==> src/rtl/id_ctrl_stage_pkg.sv <==
// id_ctrl_stage_pkg: shared opcode/funct codes, ALU op encodings, FSM states and control bundle
package id_ctrl_stage_pkg;
    localparam logic [5:0] OP_RTYPE = 6'h00;
    localparam logic [5:0] OP_J     = 6'h02;
    localparam logic [5:0] OP_BEQ   = 6'h04;
    localparam logic [5:0] OP_BNE   = 6'h05;
    localparam logic [5:0] OP_ADDI  = 6'h08;
    localparam logic [5:0] OP_LW    = 6'h23;
    localparam logic [5:0] OP_SW    = 6'h2b;
    localparam logic [5:0] FN_MULT  = 6'h18;
    localparam logic [5:0] FN_DIV   = 6'h1a;
    localparam logic [5:0] FN_ADD   = 6'h20;
    localparam logic [5:0] FN_SUB   = 6'h22;
    localparam logic [5:0] FN_AND   = 6'h24;
    localparam logic [5:0] FN_OR    = 6'h25;
    localparam logic [5:0] FN_SLT   = 6'h2a;
    localparam int ALUOP_ADD  = 0;
    localparam int ALUOP_SUB  = 1;
    localparam int ALUOP_AND  = 2;
    localparam int ALUOP_OR   = 3;
    localparam int ALUOP_SLT  = 4;
    localparam int ALUOP_MULT = 5;
    localparam int ALUOP_DIV  = 6;
    localparam int ALUOP_PASS = 7;
    typedef enum logic {IDLE, BUSY} state_t;
    typedef struct packed {
        logic regwrite;
        logic memtoreg;
        logic memread;
        logic memwrite;
        logic isbranch;
        logic isjump;
        logic regdst;
        logic alusrc;
        logic illegal;
    } ctrl_t;
endpackage

==> src/rtl/id_ctrl_stage_if.sv <==
// id_ctrl_stage_if: IF/ID instruction channel, EX hazard inputs and registered ID/EX control slice
interface id_ctrl_stage_if #(
    parameter int REG_ADDR_W = 5,
    parameter int ALUOP_W    = 4
);
    logic                  in_valid;
    logic                  in_ready;
    logic [5:0]            opcode;
    logic [5:0]            funct;
    logic [REG_ADDR_W-1:0] rs;
    logic [REG_ADDR_W-1:0] rt;
    logic                  ex_memread;
    logic [REG_ADDR_W-1:0] ex_rt;
    logic                  flush;
    logic                  out_valid;
    logic                  out_ready;
    logic                  regwrite;
    logic                  memtoreg;
    logic                  memread;
    logic                  memwrite;
    logic                  isbranch;
    logic                  isjump;
    logic                  regdst;
    logic                  alusrc;
    logic [ALUOP_W-1:0]    aluop;
    logic                  illegal;
    modport master (
        output in_valid, opcode, funct, rs, rt, ex_memread, ex_rt, flush, out_ready,
        input  in_ready, out_valid, regwrite, memtoreg, memread, memwrite, isbranch, isjump,
               regdst, alusrc, aluop, illegal
    );
    modport slave (
        input  in_valid, opcode, funct, rs, rt, ex_memread, ex_rt, flush, out_ready,
        output in_ready, out_valid, regwrite, memtoreg, memread, memwrite, isbranch, isjump,
               regdst, alusrc, aluop, illegal
    );
endinterface

==> src/rtl/id_ctrl_stage_decode.sv <==
// id_ctrl_stage_decode: pure combinational opcode/funct to control bundle decoder
module id_ctrl_stage_decode
    import id_ctrl_stage_pkg::*;
#(
    parameter int ALUOP_W = 4
) (
    input  logic [5:0]         opcode,
    input  logic [5:0]         funct,
    output ctrl_t              ctrl,
    output logic [ALUOP_W-1:0] aluop,
    output logic               uses_rt,
    output logic               muldiv
);
    // unknown encodings fall through to an all-zero bundle with only illegal set
    always_comb begin
        ctrl    = '0;
        aluop   = ALUOP_W'(ALUOP_PASS);
        muldiv  = 1'b0;
        uses_rt = (opcode == OP_RTYPE) || (opcode == OP_SW) || (opcode == OP_BEQ) || (opcode == OP_BNE);
        case (opcode)
            OP_RTYPE: begin
                case (funct)
                    FN_ADD:  begin ctrl.regwrite = 1'b1; ctrl.regdst = 1'b1; aluop = ALUOP_W'(ALUOP_ADD); end
                    FN_SUB:  begin ctrl.regwrite = 1'b1; ctrl.regdst = 1'b1; aluop = ALUOP_W'(ALUOP_SUB); end
                    FN_AND:  begin ctrl.regwrite = 1'b1; ctrl.regdst = 1'b1; aluop = ALUOP_W'(ALUOP_AND); end
                    FN_OR:   begin ctrl.regwrite = 1'b1; ctrl.regdst = 1'b1; aluop = ALUOP_W'(ALUOP_OR); end
                    FN_SLT:  begin ctrl.regwrite = 1'b1; ctrl.regdst = 1'b1; aluop = ALUOP_W'(ALUOP_SLT); end
                    FN_MULT: begin muldiv = 1'b1; aluop = ALUOP_W'(ALUOP_MULT); end
                    FN_DIV:  begin muldiv = 1'b1; aluop = ALUOP_W'(ALUOP_DIV); end
                    default: ctrl.illegal = 1'b1;
                endcase
            end
            OP_ADDI: begin ctrl.regwrite = 1'b1; ctrl.alusrc = 1'b1; aluop = ALUOP_W'(ALUOP_ADD); end
            OP_LW: begin
                ctrl.regwrite = 1'b1;
                ctrl.memtoreg = 1'b1;
                ctrl.memread  = 1'b1;
                ctrl.alusrc   = 1'b1;
                aluop         = ALUOP_W'(ALUOP_ADD);
            end
            OP_SW:   begin ctrl.memwrite = 1'b1; ctrl.alusrc = 1'b1; aluop = ALUOP_W'(ALUOP_ADD); end
            OP_BEQ:  begin ctrl.isbranch = 1'b1; aluop = ALUOP_W'(ALUOP_SUB); end
            OP_BNE:  begin ctrl.isbranch = 1'b1; aluop = ALUOP_W'(ALUOP_SUB); end
            OP_J:    ctrl.isjump = 1'b1;
            default: ctrl.illegal = 1'b1;
        endcase
    end
endmodule

==> src/rtl/id_ctrl_stage.sv <==
// id_ctrl_stage: ID/EX control slice with handshake, load-use stall, MULT/DIV hold and flush
module id_ctrl_stage
    import id_ctrl_stage_pkg::*;
#(
    parameter int REG_ADDR_W = 5,
    parameter int ALUOP_W    = 4,
    parameter int MULDIV_LAT = 4,
    parameter int HAZARD_EN  = 1
) (
    input logic           clk,
    input logic           reset,
    id_ctrl_stage_if.slave bus
);
    localparam int CNT_W = $clog2(MULDIV_LAT + 1);
    localparam bit HOLD  = MULDIV_LAT > 1;
    ctrl_t              dec_ctrl;
    ctrl_t              ctrl_q;
    logic [ALUOP_W-1:0] dec_aluop;
    logic [ALUOP_W-1:0] aluop_q;
    logic               uses_rt;
    logic               muldiv;
    logic               hazard;
    logic               in_ready;
    logic               accept;
    logic               out_free;
    logic               issue;
    logic               nxt_valid;
    logic               out_valid_q;
    state_t             state;
    state_t             nxt_state;
    logic [CNT_W-1:0]   cnt;
    logic [CNT_W-1:0]   nxt_cnt;

    id_ctrl_stage_decode #(.ALUOP_W(ALUOP_W)) u_decode (
        .opcode  (bus.opcode),
        .funct   (bus.funct),
        .ctrl    (dec_ctrl),
        .aluop   (dec_aluop),
        .uses_rt (uses_rt),
        .muldiv  (muldiv)
    );

    assign hazard = (HAZARD_EN != 0) && bus.ex_memread && (bus.ex_rt != '0) &&
                    ((bus.ex_rt == bus.rs) || (uses_rt && (bus.ex_rt == bus.rt)));

    // handshake and output-valid control; flush overrides everything
    always_comb begin
        out_free  = !out_valid_q || bus.out_ready;
        in_ready  = (state == IDLE) && !hazard && !bus.flush && out_free;
        accept    = bus.in_valid && in_ready;
        issue     = (state == BUSY) && (cnt == CNT_W'(1)) && out_free;
        nxt_valid = bus.flush ? 1'b0 :
                    ((accept && !(muldiv && HOLD)) || issue) ? 1'b1 :
                    out_valid_q && !bus.out_ready;
    end

    // next state and MULT/DIV countdown; a blocked issue parks the counter at 1
    always_comb begin
        nxt_state = bus.flush ? IDLE :
                    (state == IDLE) ? ((accept && muldiv && HOLD) ? BUSY : IDLE) :
                    issue ? IDLE : BUSY;
        nxt_cnt   = bus.flush ? '0 :
                    (state == IDLE) ? ((accept && muldiv && HOLD) ? CNT_W'(MULDIV_LAT - 1) : '0) :
                    issue ? '0 :
                    (cnt > CNT_W'(1)) ? cnt - CNT_W'(1) : cnt;
    end

    // state, counter and bundle registers; the bundle only loads on accept so a held output stays stable
    always_ff @(posedge clk) begin
        if (reset) begin
            state       <= IDLE;
            cnt         <= '0;
            out_valid_q <= 1'b0;
            ctrl_q      <= '0;
            aluop_q     <= '0;
        end else begin
            state       <= nxt_state;
            cnt         <= nxt_cnt;
            out_valid_q <= nxt_valid;
            if (accept) begin
                ctrl_q  <= dec_ctrl;
                aluop_q <= dec_aluop;
            end
        end
    end

    assign bus.in_ready  = in_ready;
    assign bus.out_valid = out_valid_q;
    assign bus.regwrite  = ctrl_q.regwrite;
    assign bus.memtoreg  = ctrl_q.memtoreg;
    assign bus.memread   = ctrl_q.memread;
    assign bus.memwrite  = ctrl_q.memwrite;
    assign bus.isbranch  = ctrl_q.isbranch;
    assign bus.isjump    = ctrl_q.isjump;
    assign bus.regdst    = ctrl_q.regdst;
    assign bus.alusrc    = ctrl_q.alusrc;
    assign bus.aluop     = aluop_q;
    assign bus.illegal   = ctrl_q.illegal;
endmodule

==> src/flat_wrapper.sv <==
// flat-port wrapper written by rule: the top's interface ports become plain ports
module id_ctrl_stage_flat import id_ctrl_stage_pkg::*;
#(
    parameter int REG_ADDR_W = 5,
    parameter int ALUOP_W    = 4,
    parameter int MULDIV_LAT = 4,
    parameter int HAZARD_EN  = 1
)
  (clk, reset, bus_in_valid, bus_opcode, bus_funct, bus_rs, bus_rt, bus_ex_memread, bus_ex_rt, bus_flush, bus_out_ready, bus_in_ready, bus_out_valid, bus_regwrite, bus_memtoreg, bus_memread, bus_memwrite, bus_isbranch, bus_isjump, bus_regdst, bus_alusrc, bus_aluop, bus_illegal);
  id_ctrl_stage_if #(.REG_ADDR_W(REG_ADDR_W), .ALUOP_W(ALUOP_W)) bus_i ();
  input logic clk;
  input logic reset;
  input wire logic [$bits(bus_i.in_valid)-1:0] bus_in_valid;
  input wire logic [$bits(bus_i.opcode)-1:0] bus_opcode;
  input wire logic [$bits(bus_i.funct)-1:0] bus_funct;
  input wire logic [$bits(bus_i.rs)-1:0] bus_rs;
  input wire logic [$bits(bus_i.rt)-1:0] bus_rt;
  input wire logic [$bits(bus_i.ex_memread)-1:0] bus_ex_memread;
  input wire logic [$bits(bus_i.ex_rt)-1:0] bus_ex_rt;
  input wire logic [$bits(bus_i.flush)-1:0] bus_flush;
  input wire logic [$bits(bus_i.out_ready)-1:0] bus_out_ready;
  output wire logic [$bits(bus_i.in_ready)-1:0] bus_in_ready;
  output wire logic [$bits(bus_i.out_valid)-1:0] bus_out_valid;
  output wire logic [$bits(bus_i.regwrite)-1:0] bus_regwrite;
  output wire logic [$bits(bus_i.memtoreg)-1:0] bus_memtoreg;
  output wire logic [$bits(bus_i.memread)-1:0] bus_memread;
  output wire logic [$bits(bus_i.memwrite)-1:0] bus_memwrite;
  output wire logic [$bits(bus_i.isbranch)-1:0] bus_isbranch;
  output wire logic [$bits(bus_i.isjump)-1:0] bus_isjump;
  output wire logic [$bits(bus_i.regdst)-1:0] bus_regdst;
  output wire logic [$bits(bus_i.alusrc)-1:0] bus_alusrc;
  output wire logic [$bits(bus_i.aluop)-1:0] bus_aluop;
  output wire logic [$bits(bus_i.illegal)-1:0] bus_illegal;
  assign bus_i.in_valid = bus_in_valid;
  assign bus_i.opcode = bus_opcode;
  assign bus_i.funct = bus_funct;
  assign bus_i.rs = bus_rs;
  assign bus_i.rt = bus_rt;
  assign bus_i.ex_memread = bus_ex_memread;
  assign bus_i.ex_rt = bus_ex_rt;
  assign bus_i.flush = bus_flush;
  assign bus_i.out_ready = bus_out_ready;
  assign bus_in_ready = bus_i.in_ready;
  assign bus_out_valid = bus_i.out_valid;
  assign bus_regwrite = bus_i.regwrite;
  assign bus_memtoreg = bus_i.memtoreg;
  assign bus_memread = bus_i.memread;
  assign bus_memwrite = bus_i.memwrite;
  assign bus_isbranch = bus_i.isbranch;
  assign bus_isjump = bus_i.isjump;
  assign bus_regdst = bus_i.regdst;
  assign bus_alusrc = bus_i.alusrc;
  assign bus_aluop = bus_i.aluop;
  assign bus_illegal = bus_i.illegal;
  id_ctrl_stage #(.REG_ADDR_W(REG_ADDR_W), .ALUOP_W(ALUOP_W), .MULDIV_LAT(MULDIV_LAT), .HAZARD_EN(HAZARD_EN)) u_core (.clk(clk), .reset(reset), .bus(bus_i));
endmodule
==> config.mk <==
export PLATFORM = sky130hd
export DESIGN_NAME = id_ctrl_stage_flat
export DESIGN_NICKNAME = d
export VERILOG_FILES = /design/src/rtl/id_ctrl_stage_pkg.sv /design/src/rtl/id_ctrl_stage_if.sv /design/src/rtl/id_ctrl_stage_decode.sv /design/src/rtl/id_ctrl_stage.sv /design/src/flat_wrapper.sv
export SDC_FILE = /design/constraint.sdc
export NUM_CORES = 1
export LEC_CHECK = 0
export CAP_MARGIN = 20
export CORE_ASPECT_RATIO = 1.1
export CORE_UTILIZATION = 43
export CTS_CLUSTER_DIAMETER = 60
export DETAILED_ROUTE_END_ITERATION = 6
export PLACE_DENSITY = 0.8
export SYNTH_ARGS = -nofsm -noshare
export SYNTH_HDL_FRONTEND = slang
export SYNTH_SLANG_ARGS = --single-unit
==> constraint.sdc <==
create_clock -name clk -period 2.69 [get_ports clk]
set_input_delay 0.6725 -clock clk [delete_from_list [all_inputs] [get_ports clk]]
set_output_delay 0.6725 -clock clk [all_outputs]
set_load 0.01 [all_outputs]
==> results by group <==
Status
  • Status: complete, no violations

Finish
  • Net count, final: about 260
  • Multi-input logic area: around 850 um^2
  • Fillers: 188
  • Register area: 320 um^2
  • Final instance area: 0.00198 mm^2
  • Layout cell share with drive strength beyond 1: 0.252
  • Ant. Diodes: 0
  • Synth-to-Final Area Change: 67.7%

Placement
  • Post-DP HPWL: ~2800 um
  • Routability cong.: 0.765
  • Placed cell area: 0.00189 mm^2
  • Pre-CTS setup slack: -612 ps
  • Port bufs: 46

STA
  • Tmin final: 2650 ps
  • Slew Limit Fails: 0
  • Unrepaired setup endpoints after global routing: false
  • Peak Freq: between 0.3 and 0.4 GHz
  • Final Hold Vio Count: 0
  • Setup slack after layout: between 40 and 50 ps
  • Clock Skews: 7.78 ps
  • Fin crit share: 0.985
  • # setup viols final: 0

Synthesis
  • Ys async rst share: 0
  • Syn_nets: 179
  • Yosys reg bits: 16
  • Post-Syn Area: 0.00118 mm^2
  • Post-synth top flop: dfxtp_1
  • YS warnings: 0
  • Synth cell types: 44
  • Gate Count Post-Synth: roughly 140
  • Syn avg cell area: between 8 and 9 um^2
  • EDFF count, synth: 0
  • Sequential share of the synthesized area: 0.272

Pwr
  • Max VDD drop: 0.000212 V
  • Leakage power: 0.746 nW
  • P per Cell Area: ~300 mW/mm^2
  • Total power: 0.592 mW

Routing
  • Drc violations: 0
  • Drt pass-1 iters: 4
  • Vias: 1441
  • Post-Route WL: ~3500 um
  • First-iteration detailed-routing DRC count: 45
  • Vias/cell: 5.70
  • Avg WL per Cell: around 14 um
  • Post-DRT Antenna Nets: 0

Clock network
  • Clock transition at the registers of the reported paths: 90 ps
  • CTS Buf Count: 3
  • Cts hold-fix bufs: 0
  • TritonCTS clock tree: yes
  • Clock Path Buffers: 2
  • Skew-Pair Late Insertion Delay: approximately 290 ps
  • Clk sinks: 16
  • CTS root buf: clkbuf_4
  • Clock H-tree levels: 1

Worst setup path
  • Setup crit start kind: primary input
  • CP bufs+invs: 2
  • Crit-path slowest cell: clkdlybuf4s50_1
  • Worst Path Arrival: 1980 ps
  • Crit. Startpoint: bus_rt[4]
  • Largest stage delay, worst path: 410 ps
  • Setup Crit Path Kind: in -> out
  • Reg2Reg Setup Slack: 1050 ps
  • Setup crit end: bus_in_ready
  • Setup crit end kind: primary output
  • R2r startpoint: u_core.state
  • WP depth: 6
  • FF-to-FF path depth: 6
  • Worst Path Max Fanout: 2
  • Required @ worst endpoint: 2020 ps
  • CP top delay family: simple AND/OR/NAND/NOR gates
  • Cell Chain, Critical Path: clkdlybuf4s50_1 -> xor2_1 -> nor4_2 -> and4b_4 -> nor2_2 -> buf_2
  • R2R Path End: u_core.bus.alusrc

Die
  • Width of the chip: 51.9 um
  • IO Count: 48
  • Core area: 0.00254 mm^2
  • Die Footprint: 0.00295 mm^2
  • Initial Util: 0.463
  • Chip height: 56.9 um
  • Placement Rows: 19

Global routing
  • Vias in the first global route: roughly 1400
  • Remaining Overflow, GRT: 0
  • Global-route wire length before repair: 5630 um
  • Initial antenna violation count: 0
  • Largest net degree at the start of global routing: 12
  • Global-route usage over all layers: 0.244

Min path
  • Hold Crit Depth: 2
  • Min-delay worst type: reg -> reg

Run
  • Max-cap viol count: 0
## metal layers
layer  track usage  up-vias  routed length [um]
met5             0        -                   0
met3        0.0217        5                 145
met4        0.0888        0                  46
met2         0.478       51                1920
met1         0.257      681                1360
li1              -      704                   -
## tightest hold or removal path, cell delays in order, from the launching register on
cell     delay, ps
dfxtp_1        320
nand2_1         50
o21ai_0         60
## area by class of cell
type                            instances  area share
Inverter                                3     0.00570
Clock buffer                            4      0.0184
Sequential cell                        16       0.162
Timing Repair Buffer                   80       0.365
Tap cell                               31      0.0196
Multi-Input combinational cell        119       0.430
## placed cells by master (no fill, tap or decap), drive strengths merged, types with 5 or more instances in the layout
master,netlist,routed
dfxtp,16,16
xnor2,5,5
nand3,7,7
xor2,5,5
nand2,10,10
a21oi,10,10
nor2,12,12
nor3,5,5
o21ai,7,7
buf,3,35
clkdlybuf4s50,0,36
dlygate4sd2,0,5
## synthesized netlist by cell type, types with 3 or more instances
cell type	n	share of area
nand3_1	7	0.030
inv_1	3	0.0096
nand2_1	9	0.029
nor2_1	12	0.038
nor4b_1	3	0.022
nor2b_1	4	0.021
nor3_1	5	0.021
clkbuf_1	3	0.0096
o211ai_1	3	0.019
nand2b_1	4	0.021
o31ai_1	4	0.025
a21oi_1	10	0.042
dfxtp_1	16	0.27
mux2_2	3	0.029
or2_2	3	0.016
nor4_1	4	0.021
o21ai_0	6	0.025
xnor2_1	5	0.037
xor2_1	5	0.037
a31o_1	4	0.030
## power breakdown
| part | switching [mW] | internal, mW | total, mW | leakage [nW] |
|---|---|---|---|---|
| sequential | 0.00264 | 0.242 | 0.245 | 0.130 |
| clock | 0.0729 | 0.0825 | 0.155 | 0.0210 |
| combinational | 0.0800 | 0.112 | 0.192 | 0.595 |
## kinds of logic (layout without fill, tap and decap cells)
kind of cell	after synthesis	in the layout	share of synthesized area
AND/OR/NAND/NOR	59	59	0.286
AO/OA/AOI/OAI	43	43	0.265
flip-flops	16	16	0.272
XOR/XNOR	10	10	0.0743
buffers and inverters	9	87	0.0414
multiplexers	4	4	0.0372
adder cells (fa/ha/maj)	2	2	0.0212
other	1	1	0.00318
## stage by stage
step           instances  utilization  hold WS [ps]  setup TNS (ps)
2_1_floorplan        144            -           480               0
4_1_cts              252        0.767           476               0
3_5_place_dp         246        0.741           465            -948
5_1_grt              253        0.777           510               0
3_3_place_gp         246        0.741           453            -655
6_report             253        0.777           474               0
## how the worst min path moves through the flow
stage	startpoint	endpoint	slack, ps
5_1_grt	u_core.bus.regdst	u_core.bus.regdst	510
3_3_place_gp	u_core.bus.regdst	u_core.bus.regdst	450
6_report	u_core.bus.regdst	u_core.bus.regdst	470
4_1_cts	u_core.bus.illegal	u_core.bus.illegal	480
2_1_floorplan	u_core.bus.regdst	u_core.bus.regdst	480
3_5_place_dp	u_core.bus.regdst	u_core.bus.regdst	470
## what timing repair did
action                     in CTS  in global routing
resized for setup              20                  5
setup endpoints to repair       1                  1
setup buffers                   2                  1
pin swaps                       8                  4
Note: power is estimated with default switching activity, not from simulation.
